[src/rtl/fetch_ctrl.sv]
// Program counter and single-outstanding instruction fetch sequencer.
// Next PC priority: trap > redirect > sequential; stale responses are dropped via kill.
//
// state | meaning
// IDLE  | one cycle after reset, no request
// REQ   | imem_req asserted for pc_out
// WAIT  | awaiting imem_ready for the outstanding request
// HOLD  | instruction presented to decode until consumed or flushed
module fetch_ctrl #(
    parameter logic [31:0] RESET_VECTOR = 32'h00000000,
    parameter logic [31:0] TRAP_VECTOR  = 32'h00000100
) (
    input  logic        clk,
    input  logic        reset,
    input  logic        stall,
    input  logic        redirect_valid,
    input  logic [31:0] redirect_pc,
    input  logic        trap,
    output logic        imem_req,
    output logic [31:0] imem_addr,
    input  logic        imem_ready,
    input  logic [31:0] imem_rdata,
    output logic        inst_valid,
    output logic [31:0] inst_out,
    output logic [31:0] inst_pc,
    output logic [31:0] pc_out,
    output logic        fault
);

    localparam logic [31:0] NOP = 32'h00000013;

    typedef enum logic [1:0] {
        IDLE = 2'd0,
        REQ  = 2'd1,
        WAIT = 2'd2,
        HOLD = 2'd3
    } state_t;

    state_t      state_q, state_d;
    logic [31:0] pc_q, pc_d;
    logic        valid_q, valid_d;
    logic [31:0] inst_q, inst_d;
    logic [31:0] ipc_q, ipc_d;
    logic        kill_q, kill_d;
    logic        fault_q, fault_d;

    logic        flush;
    logic        misaligned;
    logic [31:0] target;

    always_ff @(posedge clk) begin
        if (reset) begin
            state_q <= IDLE;
            pc_q    <= RESET_VECTOR;
            valid_q <= 1'b0;
            inst_q  <= NOP;
            ipc_q   <= 32'h00000000;
            kill_q  <= 1'b0;
            fault_q <= 1'b0;
        end else begin
            state_q <= state_d;
            pc_q    <= pc_d;
            valid_q <= valid_d;
            inst_q  <= inst_d;
            ipc_q   <= ipc_d;
            kill_q  <= kill_d;
            fault_q <= fault_d;
        end
    end

    always_comb begin
        state_d    = state_q;
        pc_d       = pc_q;
        valid_d    = valid_q;
        inst_d     = inst_q;
        ipc_d      = ipc_q;
        kill_d     = kill_q;
        flush      = trap | redirect_valid;
        misaligned = (redirect_pc[1:0] != 2'b00);
        target     = (trap || misaligned) ? TRAP_VECTOR : redirect_pc;
        // A trap outranks the redirect, so its misalignment is not reported.
        fault_d    = redirect_valid & ~trap & misaligned;

        case (state_q)
            IDLE: state_d = REQ;
            REQ: begin
                state_d = WAIT;
                if (flush) kill_d = 1'b1;
            end
            WAIT: begin
                if (imem_ready) begin
                    if (flush || kill_q) begin
                        kill_d  = 1'b0;
                        state_d = REQ;
                    end else begin
                        inst_d  = imem_rdata;
                        ipc_d   = pc_q;
                        valid_d = 1'b1;
                        pc_d    = pc_q + 32'd4;
                        state_d = HOLD;
                    end
                end else if (flush) begin
                    kill_d = 1'b1;
                end
            end
            HOLD: begin
                if (flush || !stall) begin
                    valid_d = 1'b0;
                    state_d = REQ;
                end
            end
            default: state_d = IDLE;
        endcase

        if (flush) pc_d = target;
    end

    assign imem_req   = (state_q == REQ);
    assign imem_addr  = pc_q;
    assign inst_valid = valid_q;
    assign inst_out   = inst_q;
    assign inst_pc    = ipc_q;
    assign pc_out     = pc_q;
    assign fault      = fault_q;

endmodule
[config.mk]
export PLATFORM = sky130hd
export DESIGN_NAME = fetch_ctrl
export DESIGN_NICKNAME = d
export VERILOG_FILES = /design/src/rtl/fetch_ctrl.sv
export SDC_FILE = /design/constraint.sdc
export NUM_CORES = 1
export LEC_CHECK = 0
export ABC_AREA = 0
export BUFFER_PORTS_ARGS = -buffer_cell sky130_fd_sc_hd__buf_2
export CORE_UTILIZATION = 48
export DETAILED_ROUTE_END_ITERATION = 8
export HOLD_SLACK_MARGIN = 0.15
export PLACE_DENSITY = 0.9
export SLEW_MARGIN = 5
export SYNTH_ARGS = -nofsm -noshare
export SYNTH_HDL_FRONTEND = slang
export SYNTH_SLANG_ARGS = --single-unit
[constraint.sdc]
create_clock -name clk -period 2.33 [get_ports clk]
set_input_delay 0.1165 -clock clk [delete_from_list [all_inputs] [get_ports clk]]
set_output_delay 0.1165 -clock clk [all_outputs]
set_load 0.005 [all_outputs]
==> out/metrics.yaml <==
worst_setup_path:
  cp.arrival_ps: 2360
  end_kind: "register"
  critical_path_class: "register to register"
  start_kind: "register"
  crit_path_max_fanout: 9
  required_ps: 2610
timing:
  fin_crit_sh_pct: 89.3
  finalHoldViolations: 0
  grt_setup_unrepaired: "false"
  fin_crit_ps: 2080
  whs_ps: 143
  slew_viol_final: 0
  setup_viol_count_final: 0
  finalClockSkew_ps: 5.43
  layout_setup_ws_ps: 250
  relSlewSlack_pct: 57.9
  fin_setup_tns_ps: 0
  fmax_mhz: 481
  worst-slew-pin-transition_ps: 630
flow_run:
  drv_cap: 0
min_path:
  hp-class: "primary input to register"
global_routing:
  grt_pass1_wl_um: 23100
  grt_use_met2_pct: 51.6
  use_met1_pct: 33.8
  antenna_found_initial: 0
  busiest_layer: "met2"
  grtUsageTotal_pct: 29.2
  overflow: 0
  met3_usage_pct: 7.91
  grt_max_degree: 51
  grt_pass1_vias: 4770
routing:
  drtAntennaViolNets: 0
  wl_per_cell_um: 15.9
  drt-vias-per-instance: 5.43
  totalWireLength_um: 15100
  vias: 5172
  post-route-drc-count: 0
  firstDrtPassIters: 6
  drtIter0Drc: 469
floorplanning:
  fp.dieArea_sq_mm: 0.0101
  start_util_pct: 50.1
  die_y_um: 101
  rows: 35
  io_pins: 201
  die_w_um: 101
  core_sq_mm: 0.00933
cts:
  clk_latency_ps: 380
  clock-sinks: 101
  clock-root-buffer: "clkbuf_8"
  post_cts_resized: 0
  htreeDepth: 3
  cts_tree: "yes"
  cts_max_path_buffers: 2
  cts_buffers: 9
  clkTransAtPathRegs_ps: 100
place:
  io_buffers: 200
  place_area_sq_mm: 0.00555
  pre_cts_ws_ps: 301
  dpl.cell_count: 870
  place.detailed.hpwl_um: 9240
  place.gp.congestion: 0.872
finish:
  postLayoutCellArea_sq_mm: 0.00641
  layout_common_cells: "200 x buf_2, 168 x nand2_1, 101 x dfxtp_1, 84 x a21oi_1, 66 x dlygate4sd3_1"
  multiInputGateArea_sq_mm: 0.00219
  nets: 892
  diodes: 0
  final_cells: 952
  ff_latch_area_sq_mm: 0.00202
  drive_gt1_share_pct: 30.1
  fin_util_pct: 68.7
  fillCellCount: 719
  syn2layout_area_growth_pct: 37.2
  final_common_cell: "buf_2"
synthesis:
  synthesis.nets: 668
  yosys_register_bits: 101
  syn_inst: 594
  yosysWarningCount: 0
  synth_ff_type: "dfxtp_1"
  syn_area_sq_mm: 0.00467
  ys_types: 53
  synth-edff-count: 0
  yosysSeqAreaShare_pct: 43.3
  synthArstFlopShare_pct: 0
  syn_avg_cell_area_sq_um: 7.87
pwr:
  vdd_drop_max_mv: 0.455
  p_leak_nw: 2.80
  power.density_mw_per_mm2: 500
  finalPower_mw: 3.21
status:
  status: "complete, no violations"
-- synth_stat cells (all sizes together), types with 5 or more instances --
library cell	number	area (sq um)
nand2	169	634
dfxtp	101	2020
a21oi	84	420
buf	38	288
clkbuf	33	165
o21ai	24	120
nor2	20	85.1
nand3	19	95.1
a211oi	10	75.1
nand4	9	71.3
nor4	8	80.1
inv	7	26.3
nor3	6	30.0
xnor2	5	43.8
-- critical path, cell delays in order, from the launching register on --
cell       delay [ps]
dfxtp_1           480
nand3_1           270
or4_4             590
nor2_4            170
a31oi_1           110
a2111oi_2         350
-- per-layer routing --
layer	wire length, um	part of all wire [%]	vias to the layer above
li1	-	-	2457
met1	5970	40	2386
met5	0	0	-
met3	1290	8.5	39
met2	7520	50	290
met4	327	2.2	0
-- worst paths after layout --
| check | from | to | slack (ps) | cells after the start |
|---|---|---|---|---|
| worst max-delay path | imem_addr[8]$_SDFFE_PP0P_ | imem_addr[22]$_SDFFE_PP0P_ | 250 | 5 |
| worst min-delay path | redirect_valid | imem_addr[12]$_SDFFE_PP0P_ | 140 | 4 |
| worst max register to register | imem_addr[8]$_SDFFE_PP0P_ | imem_addr[22]$_SDFFE_PP0P_ | 250 | 5 |
| worst min register to register | inst_out[16]$_SDFFE_PP0P_ | inst_out[16]$_SDFFE_PP0P_ | 460 | 2 |
-- state kept, by name, summed over array words and instances, names as in the netlist --
name        count
inst_out       32
kill_q          1
imem_addr      32
fault           1
state_q         2
inst_valid      1
inst_pc        32
-- what timing repair did --
item                                    CTS  global route
setup buffers                             0             0
endpoints found under the setup margin    0             0
hold endpoints to repair                 64             0
hold buffers                             66             0
-- report_power, final --
group	internal (mW)	switching, mW
Clock	0.472	0.674
Combinational	0.163	0.142
Sequential	1.74	0.0166
-- cell families (layout without fill, tap and decap cells) --
family	count (synthesis)	in the layout	synth area share [%]
AOI/OAI and AO/OA	146	146	18.2
xor gates and xnor gates	9	9	1.69
adders and majority gates	4	4	1.07
buffers and inverters	78	307	10.3
DFF	101	101	43.3
muxes	1	1	0.214
and+or+nand+nor	255	255	25.3
-- final cells by class --
| type | instances | share of cell area, % |
|---|---|---|
| Clock inverter | 5 | 0.781 |
| Multi-Input combinational cell | 415 | 34.2 |
| Timing Repair Buffer | 284 | 28.2 |
| Clock buffer | 11 | 2.36 |
| Sequential cell | 101 | 31.5 |
| Inverter | 7 | 0.410 |
| Tap cell | 129 | 2.52 |
(Power assumes the default switching activity.)
